[config.mk]
export PLATFORM = sky130hd
export DESIGN_NAME = uart_tx_arbiter
export DESIGN_NICKNAME = d
export VERILOG_FILES = /design/src/rtl/uart_pkg.sv /design/src/rtl/uart_tx_arbiter_rr_pick.sv /design/src/rtl/uart_tx_arbiter.sv
export SDC_FILE = /design/constraint.sdc
export NUM_CORES = 1
export LEC_CHECK = 0
export ABC_AREA = 0
export CORE_MARGIN = 2
export CORE_UTILIZATION = 35
export CTS_BUF_LIST = sky130_fd_sc_hd__clkbuf_8
export DETAILED_ROUTE_END_ITERATION = 12
export PLACE_DENSITY = 0.65
export REMOVE_ABC_BUFFERS = 1
export SLEW_MARGIN = 20
export SYNTH_ARGS = -nofsm -noshare
export SYNTH_HDL_FRONTEND = slang
export SYNTH_SLANG_ARGS = --single-unit
[constraint.sdc]
create_clock -name sysclk -period 3 [get_ports sysclk]
set_clock_uncertainty 0.1 [all_clocks]
set_input_delay 0.6 -clock sysclk [delete_from_list [all_inputs] [get_ports sysclk]]
set_output_delay 0.6 -clock sysclk [all_outputs]
set_load 0.005 [all_outputs]
[src/rtl/uart_pkg.sv]
// Shared UART definitions: arbiter state encoding and the common character width.
package uart_pkg;

  localparam int DATA_BITS = 8;

  localparam logic [1:0] S_IDLE  = 2'd0;
  localparam logic [1:0] S_START = 2'd1;
  localparam logic [1:0] S_BUSY  = 2'd2;
  localparam logic [1:0] S_GAP   = 2'd3;

endpackage

[src/rtl/uart_tx_arbiter_rr_pick.sv]
// Combinational round-robin picker: first set req bit at or above ptr, with wrap.
module rr_pick #(
  parameter int NREQ    = 4,
  parameter int id_bits = 2
) (
  input  logic [NREQ-1:0]    req,
  input  logic [id_bits-1:0] ptr,
  output logic [NREQ-1:0]    sel,
  output logic               valid
);

  // NOTE: every output gets a default before the loop so no latch is inferred.
  always_comb begin
    sel   = '0;
    valid = 1'b0;
    for (int i = 0; i < NREQ; i++) begin
      if (!valid && req[(int'(ptr) + i) % NREQ]) begin
        sel[(int'(ptr) + i) % NREQ] = 1'b1;
        valid                       = 1'b1;
      end
    end
  end

endmodule

[src/rtl/uart_tx_arbiter.sv]
// Shares one uart_tx among NREQ requesters: round-robin grant, start strobe,
// wait for frame completion with a watchdog, then a one-cycle gap.
module uart_tx_arbiter
  import uart_pkg::*;
#(
  parameter int                      data_bits    = DATA_BITS,
  parameter int                      NREQ         = 4,
  parameter int                      id_bits      = 2,
  parameter int                      timeout_bits = 16,
  parameter logic [timeout_bits-1:0] TIMEOUT      = 16'hFFFF
) (
  input  logic                      sysclk,
  input  logic                      rst,
  input  logic [NREQ-1:0]           req,
  input  logic [NREQ*data_bits-1:0] req_data,
  output logic [NREQ-1:0]           req_ack,
  output logic [NREQ-1:0]           req_done,
  output logic [NREQ-1:0]           req_err,
  output logic [data_bits-1:0]      DBUS,
  output logic                      txd_startH,
  input  logic                      txd_doneH,
  output logic                      busy,
  output logic [id_bits-1:0]        grant_id
);

  localparam logic [timeout_bits-1:0] WD_LAST = TIMEOUT - 1'b1;
  localparam logic [id_bits-1:0]      PTR_LAST = id_bits'(NREQ - 1);

  logic [1:0]              state;
  logic [id_bits-1:0]      ptr;
  logic [timeout_bits-1:0] wd;

  logic [NREQ-1:0]         pick_sel;
  logic                    pick_valid;
  logic [id_bits-1:0]      pick_idx;
  logic [data_bits-1:0]    pick_data;
  logic [NREQ-1:0]         grant_onehot;
  logic [id_bits-1:0]      next_ptr;

  rr_pick #(
    .NREQ    (NREQ),
    .id_bits (id_bits)
  ) u_pick (
    .req   (req),
    .ptr   (ptr),
    .sel   (pick_sel),
    .valid (pick_valid)
  );

  always_comb begin
    pick_idx = '0;
    for (int i = 0; i < NREQ; i++) begin
      if (pick_sel[i]) pick_idx = id_bits'(i);
    end
  end

  assign pick_data    = req_data[pick_idx*data_bits +: data_bits];
  assign grant_onehot = {{(NREQ-1){1'b0}}, 1'b1} << grant_id;
  assign next_ptr     = (grant_id == PTR_LAST) ? '0 : grant_id + 1'b1;
  assign busy         = (state != S_IDLE);

  // NOTE: all state is assigned with <= so every register samples pre-edge values.
  always_ff @(posedge sysclk) begin
    if (rst) begin
      state      <= S_IDLE;
      ptr        <= '0;
      wd         <= '0;
      DBUS       <= '0;
      txd_startH <= 1'b0;
      req_ack    <= '0;
      req_done   <= '0;
      req_err    <= '0;
      grant_id   <= '0;
    end else begin
      req_ack    <= '0;
      req_done   <= '0;
      req_err    <= '0;
      txd_startH <= 1'b0;
      case (state)
        S_IDLE: begin
          if (pick_valid) begin
            DBUS     <= pick_data;
            grant_id <= pick_idx;
            req_ack  <= pick_sel;
            state    <= S_START;
          end
        end
        S_START: begin
          txd_startH <= 1'b1;
          wd         <= '0;
          state      <= S_BUSY;
        end
        S_BUSY: begin
          // Completion outranks a watchdog expiry in the same cycle.
          if (txd_doneH) begin
            req_done <= grant_onehot;
            ptr      <= next_ptr;
            state    <= S_GAP;
          end else if (wd == WD_LAST) begin
            req_done <= grant_onehot;
            req_err  <= grant_onehot;
            ptr      <= next_ptr;
            state    <= S_GAP;
          end else if (wd != '1) begin
            wd <= wd + 1'b1;
          end
        end
        default: state <= S_IDLE;
      endcase
    end
  end

endmodule

[Word-level counts from Yosys, hierarchy flattened]
Cells that the tools add are included.
Operators by class
  equality and inequality tests: 10
  add/subtract/negate cells: 5
  $lt $le $gt $ge: 8
  bitwise operators: 9
  multiplexer cells: 44
  shift operators: 2
  reductions and logical operators: 24
Operators with widths (number)
  $mux W16: 3
  $pmux W16 S2: 1
  $shiftx A32 B6 Y8: 1
  $mux W4: 6
  $mux W1: 17
  $add A16 B1 Y16 const B: 1
  $eq A16 B16 Y1 const B: 1
  $mux W2: 8
  $ne A16 B16 Y1 const B: 1
  $lt A3 B4 Y1 const B: 3
  $or A4 B4 Y4: 3
  $ge A3 B1 Y1 const B: 3
  $bmux W1 S2: 4
  $demux W1 S2: 4
  $ne A2 B2 Y1 const B: 4
  $reduce_or A2 Y1: 4
  $logic_and A1 B1 Y1: 7
  $pmux W2 S3: 1
  $reduce_and A2 Y1: 3
  $reduce_bool A2 Y1: 3
  $reduce_or A3 Y1: 2
  $add A2 B1 Y2 const B: 2
  $add A2 B2 Y2 const B: 2
  $eq A2 B2 Y1 const B: 2
  10 further kinds: 16
Storage, ports and cells
  output and inout port bits: 24
  register bits after elaboration: 43
  bits of input ports: 39
  word-level logic and storage cells: 111

[Logic depth before layout (Yosys ltp)]
Gate-level depths: netlist of run 1.
  depth in word-level cells: 18
  gate-level depth with buffers: 11
  mapped depth without buffers: 9

[Cells and area by module]
From an unflattened synthesis of run 1, not the netlist that was laid out.
Unflattened totals
  cells, all modules: 306
  area total of the unflattened synthesis: 2712.6 um^2
Modules (own cells, without submodules)
  uart_tx_arbiter: seq. area each 860.8 um^2, area an instance 2218.4 um^2, instances 1, cells each 244
  rr_pick: seq. area each 0.0 um^2, area an instance 494.2 um^2, instances 1, cells each 62

[Worst setup path before layout of run 1]
OpenSTA, ideal clock, no wires.
  path type: reg-to-reg
  start point: register ptr[0]
  end point: register DBUS[0]
  cell stages (with the launch flop): 11
  arrival time: 2.545 ns
  path slack: 0.233 ns
  cell sequence: dfxtp_1 buf_6 inv_1 ha_1 mux4_2 or4_4 and2_4 buf_6 nand2b_2 nor2_2 a221o_1
Between the ends
  longest elaborated chain between the ends: 17
RTL lines
  start: declaration: RTL line uart_tx_arbiter.sv:30  | logic [id_bits-1:0] ptr;
  start signal: assignment: RTL line uart_tx_arbiter.sv:97  | ptr <= next_ptr;
  start signal: assignment: RTL line uart_tx_arbiter.sv:102  | ptr <= next_ptr;
  $add A2 B1 Y2: RTL line uart_tx_arbiter_rr_pick.sv:17, uart_tx_arbiter_rr_pick.sv:18
  $reduce_or A2 Y1 (no source line)
  $and A1 B1 Y1 (no source line)
  $lt A3 B4 Y1 (not written as such) or $ge A3 B1 Y1 (tied branches): RTL line uart_tx_arbiter_rr_pick.sv:18  | sel[(int'(ptr) + i) % NREQ] = 1'b1;
  $logic_and A1 B1 Y1 (not written as such): RTL line uart_tx_arbiter_rr_pick.sv:18
  $mux W1 (not written as such): RTL line uart_tx_arbiter_rr_pick.sv:18
  $demux W1 S2
  $or A4 B4 Y4 (no source line)
  $mux W4: RTL line uart_tx_arbiter_rr_pick.sv:17  | if (!valid && req[(int'(ptr) + i) % NREQ]) begin
  $or A4 B4 Y4 (no source line)
  $mux W4: RTL line uart_tx_arbiter_rr_pick.sv:17
  $or A4 B4 Y4 (no source line)
  $mux W4: RTL line uart_tx_arbiter_rr_pick.sv:17
  $mux W1: RTL line uart_tx_arbiter.sv:53  | if (pick_sel[i]) pick_idx = id_bits'(i);
  $mux W2 (2 in a row): RTL line uart_tx_arbiter.sv:53
  $shiftx A32 B6 Y8: RTL line uart_tx_arbiter.sv:57  | assign pick_data = req_data[pick_idx*data_bits +: data_bits];
  end signal: assignment: RTL line uart_tx_arbiter.sv:82  | DBUS <= pick_data;
  end: declaration: RTL line uart_tx_arbiter.sv:19  | output logic [data_bits-1:0] DBUS,
Parallel ways exist; a longest one is shown, timed or not. The select of a mux whose other input is x is not followed.
A chain may end at the register's enable or synchronous reset.

[Worst setup path after layout of run 1]
  start point: input req[1]
  end point: register DBUS[6]
Between the ends
  longest elaborated chain between the ends: 16
RTL lines
  start: declaration: RTL line uart_tx_arbiter.sv:14  | input logic [NREQ-1:0] req,
  $bmux W1 S2: RTL line uart_tx_arbiter_rr_pick.sv:17
  $mux W1 (not written as such): RTL line uart_tx_arbiter_rr_pick.sv:17
  $mux W1: RTL line uart_tx_arbiter_rr_pick.sv:17
  $logic_not A1 Y1: RTL line uart_tx_arbiter_rr_pick.sv:17
  $logic_and A1 B1 Y1: RTL line uart_tx_arbiter_rr_pick.sv:17
  $mux W1: RTL line uart_tx_arbiter_rr_pick.sv:17
  $logic_not A1 Y1: RTL line uart_tx_arbiter_rr_pick.sv:17
  $logic_and A1 B1 Y1: RTL line uart_tx_arbiter_rr_pick.sv:17
  $mux W1: RTL line uart_tx_arbiter_rr_pick.sv:17
  $logic_not A1 Y1: RTL line uart_tx_arbiter_rr_pick.sv:17
  $logic_and A1 B1 Y1: RTL line uart_tx_arbiter_rr_pick.sv:17
  $mux W4: RTL line uart_tx_arbiter_rr_pick.sv:17
  $mux W1: RTL line uart_tx_arbiter.sv:53
  $mux W2 (2 in a row): RTL line uart_tx_arbiter.sv:53
  $shiftx A32 B6 Y8: RTL line uart_tx_arbiter.sv:57
Parallel ways exist; a longest one is shown, timed or not. The select of a mux whose other input is x is not followed.

==> impl_metrics.yaml, run 1 <==
clocking:
  clock_sinks: 43
  htreeDepth: 2
  cts-root-buf: "clkbuf_8"
  numCtsBuffers: 5
  ctsHoldBuffers: 0
  clk_pin_slew_worst_paths_ns: 0.08
  tritoncts: "done"
  worstSkewPairLatency_ns: 0.30
  cts_buffer_depth: 2
detailed_routing:
  first_pass_iters: 4
  drt-total-wl_um: 5120
  via_per_inst: 4.88
  drc: 0
  vias: 1912
  wl_per_cell_um: 13.1
  ant_nets: 0
  drt_iter0_markers: 45
final_layout:
  num_antenna_cells: 0
  fin_area_um2: 3220
  num-nets-final: 369
  drive_gt1_frac: 0.127
  area_growth_pct: 37.9
  finalNonFillerCells: 392
pwr:
  comb_power_share: 0.477
  vdd_drop_max_uv: 253
  switching_power_uw: 727
  power_leakage_nw: 1.26
  clkPwrFrac: 0.169
  swShare: 0.345
  internal_power_mw: 1.38
  powerDensity_nw_per_um2: 655
  seq_power_share: 0.354
floorplan:
  rows: 29
  fp.dieW_um: 85.6
  core-area_um2: 6390
  start_util: 0.365
  ioPinCount: 63
  die_y_um: 85.6
  dieArea_um2: 7330
timing:
  hold_viol: 0
  drv_slew: 0
  tns_ns: 0
  max_slew_margin: 0.622
  post-route-period-util: 0.976
  fmax_mhz: 342
  worstMarginPinSlew_ns: 0.566
  holdWs_ns: 0.382
  setup_viol: 0
  min_period_ns: 2.93
logic_synthesis:
  synth_top_area_frac: 0.369
  syn_area_um2: 2330
  ys_top_cells_by_area: "dfxtp_1, ha_1, nor2_1"
  ys_seq_elements: 43
  yosysUniqueCellTypes: 48
  yosys_warnings: 0
  ys_seq_area_frac: 0.369
  async_flop_share: 0
  synthFlopType: "dfxtp_1"
  synth_largest_area_cell: "dfxtp_1"
  synthCells: 237
  synth_edf_count: 0
  synth.avg_cell_area_um2: 9.84
min_path:
  min_to: "DBUS[7]"
  hold_start: "DBUS[7]"
  hold_class: "reg -> reg"
  holdPathStages: 1
global_route:
  grt_pass1_vias: 1811
  grt_first_pass_wirelength_um: 8300
  grt_max_degree: 16
  grt_usage: 0.140
  antenna_found_initial: 0
  grt_overflow: 0
setup_path:
  r2r-start: "ptr[0]"
  crit_type: "in -> reg"
  worstSetupEndpointType: "flip-flop"
  cp-start-kind: "input port"
  arrival_ns: 3.01
  reg2regPathDepth: 10
  path_max_fanout: 8
  rrSetupSlack_ns: 0.22
  worst_ep_required_time_ns: 3.09
  reg2reg_to: "DBUS[1]"
place:
  port_buffers: 62
  place_congestion: 0.893
  dp_hpwl_um: 4080
  dp.cells: 384
  dpl_cell_area_um2: 3110
flow_run:
  maxCapViolations: 0
run_status:
  status: "complete, no violations"
==> worst max-delay path by stage <==
stage                 from  endpoint
CTS                 req[2]   DBUS[1]
global placement    req[2]   DBUS[1]
global route        req[3]   DBUS[5]
detailed placement  req[2]   DBUS[1]
finish              req[1]   DBUS[6]
floorplan           ptr[0]   DBUS[7]
==> synth_stat cells, drive strengths merged, types with 2 or more instances <==
master	instances
dfxtp	43
nor2	38
ha	16
inv	11
and2	10
mux2i	10
xor2	10
a221o	9
a211oi	8
nor2b	8
nand2	7
buf	5
and3	4
mux4	4
nand2b	4
nand3	4
nand4	4
xnor2	4
a22oi	3
and4	3
clkbuf	3
o211ai	3
o21ai	3
a21oi	2
a221oi	2
a311oi	2
nor3	2
o21a	2
o22ai	2
or2b	2
==> per-stage QoR <==
step / util / setup WS, ns / power, mW
2_1_floorplan: - / -0.250 / 1.29
3_3_place_gp: 0.487 / -0.210 / 1.74
3_5_place_dp: 0.487 / -0.263 / 1.76
4_1_cts: 0.501 / 0.0570 / 2.12
5_1_grt: 0.504 / -0.000746 / 2.25
6_report: 0.504 / 0.0731 / 2.11
==> registers in the layout, summed over array words and instances (netlist names), 2 cells and up <==
name,count
wd,16
req_ack,4
DBUS,8
grant_id,2
req_done,4
ptr,2
req_err,4
state,2
==> final cells by class <==
type                       instances  area, um^2
inverter                          11        41.3
sequential                        43         861
timing repair buffer              78         741
clock inverter                     3        15.0
clock buffer                       5        68.8
fill                             603        3170
multi-input combinational        175        1390
tap                               77        96.3
==> kinds of logic (layout without fill, tap and decap cells) <==
kind of cell,Yosys count,in the layout,synth area share
and+or+nand+nor,91,91,0.223
DFF,43,43,0.369
AOI/OAI and AO/OA,39,39,0.140
buffers and inverters,19,97,0.0418
adders and majority gates,16,16,0.0858
muxes,15,15,0.0880
xor gates and xnor gates,14,14,0.0526
==> critical path, stage by stage <==
cell             delay, ns
clkdlybuf4s50_1       0.45
mux4_2                0.49
nor2b_1               0.19
buf_4                 0.14
a221o_1               0.33
a22oi_4               0.30
nor2_2                0.14
a221o_1               0.36
==> placed cells by master, fill, tap and decap left out, types with 2 or more instances in the layout <==
master,Yosys,routed
ha_1,16,16
a221o_1,9,9
nand4_1,4,4
buf_4,3,16
o21ai_0,2,2
o211ai_1,3,3
nor2_1,36,36
a311oi_1,2,2
a211oi_1,8,8
and2_1,9,9
inv_1,11,11
nor2b_1,7,7
and3_1,4,4
o22ai_1,2,2
mux2i_1,10,10
clkinv_2,0,3
dfxtp_1,43,43
clkbuf_8,0,5
o21a_1,2,2
mux4_2,3,3
nand2_1,6,6
or2b_1,2,2
clkdlybuf4s50_1,0,62
a21oi_1,2,2
xnor2_1,4,4
nand2b_1,3,3
and4_1,3,3
xor2_1,10,10
nor3_1,2,2
nand3_1,4,4
nor2_2,2,2
==> power groups by stage <==
stage	logic (mW)	clock network, mW	registers [mW]
floorplan	0.528	0	0.761
global placement	0.985	0	0.756
detailed placement	1.00	0	0.757
CTS	1.00	0.368	0.745
global route	1.10	0.391	0.762
finish	1.01	0.356	0.745
==> what timing repair did <==
action | 4_1_cts | 5_1_grt
hold endpoints to repair | 0 | 0
setup buffers | 0 | 0
resized for setup | 0 | 3
endpoints found under the setup margin | 0 | 9
==> per-layer routing <==
| layer | GRT usage | wire length [um] | vias up |
|---|---|---|---|
| li1 | - | - | 995 |
| met1 | 0.180 | 2340 | 882 |
| met2 | 0.230 | 2550 | 26 |
| met3 | 0.0289 | 126 | 9 |
| met4 | 0.0548 | 102 | 0 |
| met5 | 0 | 0 | - |
(Power assumes the default switching activity.)
==> run 2, diff against run 1 <==
--- a/config.mk
+++ b/config.mk
@@ -10,9 +10,10 @@
 export CORE_UTILIZATION = 35
 export CTS_BUF_LIST = sky130_fd_sc_hd__clkbuf_8
 export DETAILED_ROUTE_END_ITERATION = 12
-export PLACE_DENSITY = 0.65
+export PLACE_DENSITY = 0.64
 export REMOVE_ABC_BUFFERS = 1
-export SLEW_MARGIN = 20
+export SLEW_MARGIN = 5
 export SYNTH_ARGS = -nofsm -noshare
 export SYNTH_HDL_FRONTEND = slang
+export SYNTH_HIERARCHICAL = 1
 export SYNTH_SLANG_ARGS = --single-unit
==> run 2 against run 1 <==
Compared with the run above:
- area after synthesis rose by 16%
- non-clock buffer count rose by 5
- core utilization fell by 2.6 points
- routed wire length rose by 32%
- synthesized cell count rose by 29%
- flip-flop and latch count did not move
- critical endpoint is now DBUS[1]
- sequential power fell by 0.9%
- die area rose by 16%
- combinational power rose by 13%
- critical path type unchanged
==> impl_metrics.yaml, run 2 <==
run_status:
  status: "complete, no violations"
timing:
  timing.final.ws_setup_ns: 0.193
  hold_viol: 0
  drv_slew: 0
  worstMarginPinSlew_ns: 0.552
  fmax_mhz: 356
  min_period_ns: 2.81
  rsz0062_at_grt: "no"
  post-route-period-util: 0.936
  max_slew_margin: 0.632
  setup_viol: 0
logic_synthesis:
  yosys_warnings: 6
  synth_edf_count: 0
  ys_seq_elements: 43
  synth_top_area_frac: 0.317
  synthCells: 306
  synth.most_common_cell: "dfxtp_1"
  yosysUniqueCellTypes: 63
  ys_seq_area_frac: 0.317
  synthFlopType: "dfxtp_1"
  synth_commonest_cells: "dfxtp_1, nand2_1, nor2_1"
  async_flop_share: 0
  syn_area_um2: 2710
  synth.avg_cell_area_um2: 8.86
  synth_largest_area_cell: "dfxtp_1"
  ys_top_cells_by_area: "dfxtp_1, mux2i_1, ha_1"
final_layout:
  fin_util: 0.478
  area_growth_pct: 33.9
  mostFrequentLayoutCell: "clkdlybuf4s50_1"
  num_antenna_cells: 0
  largest_register_ffs: 16
  finalNonFillerCells: 481
  drive_gt1_frac: 0.127
  mostFrequentLayoutCells: "clkdlybuf4s50_1, dfxtp_1, nand2_1, nor2_1"
  reg_top3: "wd x16, DBUS x8"
  num-nets-final: 432
  top_register: "wd"
global_route:
  grt.busiest_layer: "met2"
  grt_overflow: 0
  grt_usage: 0.163
  grt_max_degree: 25
  grtUsageMet1: 0.220
  use_met3: 0.0378
  antenna_found_initial: 0
  grt_use_met2: 0.262
  grt_first_pass_wirelength_um: 11400
  grt_pass1_vias: 2388
setup_path:
  cp-start-kind: "input port"
  slowest_delay_ns: 0.47
  reg2reg_to: "DBUS[1]"
  crit_type: "in -> reg"
  reg2regPathDepth: 11
  rrSetupSlack_ns: 0.29
  path_max_fanout: 6
  crit_slowest_cell: "clkdlybuf4s50_1"
  crit_chain: "clkdlybuf4s50_1 > or3b_1 > a2111o_1 > nand3_2 > o2bb2ai_1 > buf_12 > mux2i_1 > o21ai_0 > mux2i_1 > a211oi_1"
  worstSetupEndpointType: "flip-flop"
  worst_ep_required_time_ns: 3.11
  crit_top_cell: "mux2i_1"
  r2r-start: "ptr[0]"
  arrival_ns: 2.91
detailed_routing:
  drt-total-wl_um: 6760
  vias: 2544
  ant_nets: 0
  drc: 0
  wl_per_cell_um: 14.1
  via_per_inst: 5.29
  first_pass_iters: 4
  drt_iter0_markers: 132
flow_run:
  maxCapViolations: 0
clocking:
  cts_resized: 0
  cts_buffer_depth: 2
  numCtsBuffers: 5
  ctsHoldBuffers: 0
  cts_setup_buffers: 0
  clk_pin_slew_worst_paths_ns: 0.08
  htreeDepth: 2
  clock_sinks: 43
  tritoncts: "done"
  worstSkewPairLatency_ns: 0.30
  cts-root-buf: "clkbuf_8"
place:
  port_buffers: 62
  dp.cells: 473
  post-place-ws_ns: -0.120
  place_congestion: 0.876
  dp_hpwl_um: 5040
floorplan:
  dieArea_um2: 8470
  fp.dieW_um: 92.0
  die_y_um: 92.0
  core-area_um2: 7610
  ioPinCount: 63
  start_util: 0.357
  rows: 32
min_path:
  hold_class: "reg -> reg"
  holdPathStages: 2
  hold_start: "wd[14]"
  min_to: "wd[14]"
pwr:
  powerDensity_nw_per_um2: 629
  vdd_drop_max_uv: 306
  power.total_mw: 2.28
  power_leakage_nw: 1.33
-- run 2: per-layer routing --
layer	wire, um	part of all wire
met5	0	0
met4	45	0.0067
met3	384	0.057
met2	3050	0.45
met1	3280	0.49
-- run 2: layout make-up --
cell class	count	area [um^2]
timing repair buffer	83	791
fill	743	3970
sequential	43	861
multi-input combinational	232	1710
inverter	13	48.8
clock inverter	1	3.75
clock buffer	7	96.3
tap	102	128
-- run 2: worst max-delay path by stage --
| stage | from | to | slack, ns | cells past startpoint |
|---|---|---|---|---|
| after floorplan | ptr[0] | DBUS[3] | -0.31 | 10 |
| after global placement | req[0] | DBUS[0] | -0.06 | 10 |
| after global routing | req[0] | DBUS[1] | 0.02 | 11 |
| after detailed placement | req[0] | DBUS[0] | -0.12 | 10 |
| final | req[0] | DBUS[1] | 0.19 | 10 |
| after CTS | req[0] | DBUS[0] | 0.18 | 10 |
-- run 2: cells by family (layout without fill, tap and decap cells) --
family	after synthesis	count (layout)	synth area share
AOI/OAI and AO/OA	84	84	0.232
muxes	26	26	0.103
xor gates and xnor gates	1	1	0.00323
adders and majority gates	15	15	0.0692
DFF	43	43	0.317
and+or+nand+nor	106	106	0.221
buffers and inverters	31	104	0.0540
-- run 2: power by group --
part | internal (mW) | switching, mW
combinational | 0.562 | 0.579
sequential | 0.669 | 0.0690
clock | 0.207 | 0.198
-- run 2: worst max-delay path, delay by kind of cell --
kind,cells,cell delay [ns]
AO/OA/AOI/OAI,4,1.03
multiplexers,2,0.16
buffers and inverters,2,0.64
AND/OR/NAND/NOR,2,0.48
-- run 2: stage by stage --
| step | hold slack [ns] | instance area (um^2) | setup TNS, ns |
|---|---|---|---|
| 4_1_cts | 0.403 | 3630 | 0 |
| 3_3_place_gp | 0.373 | 3530 | -0.149 |
| 2_1_floorplan | 0.352 | 2620 | -2.37 |
| 5_1_grt | 0.426 | 3630 | 0 |
| 3_5_place_dp | 0.390 | 3530 | -0.642 |
| 6_report | 0.399 | 3630 | 0 |
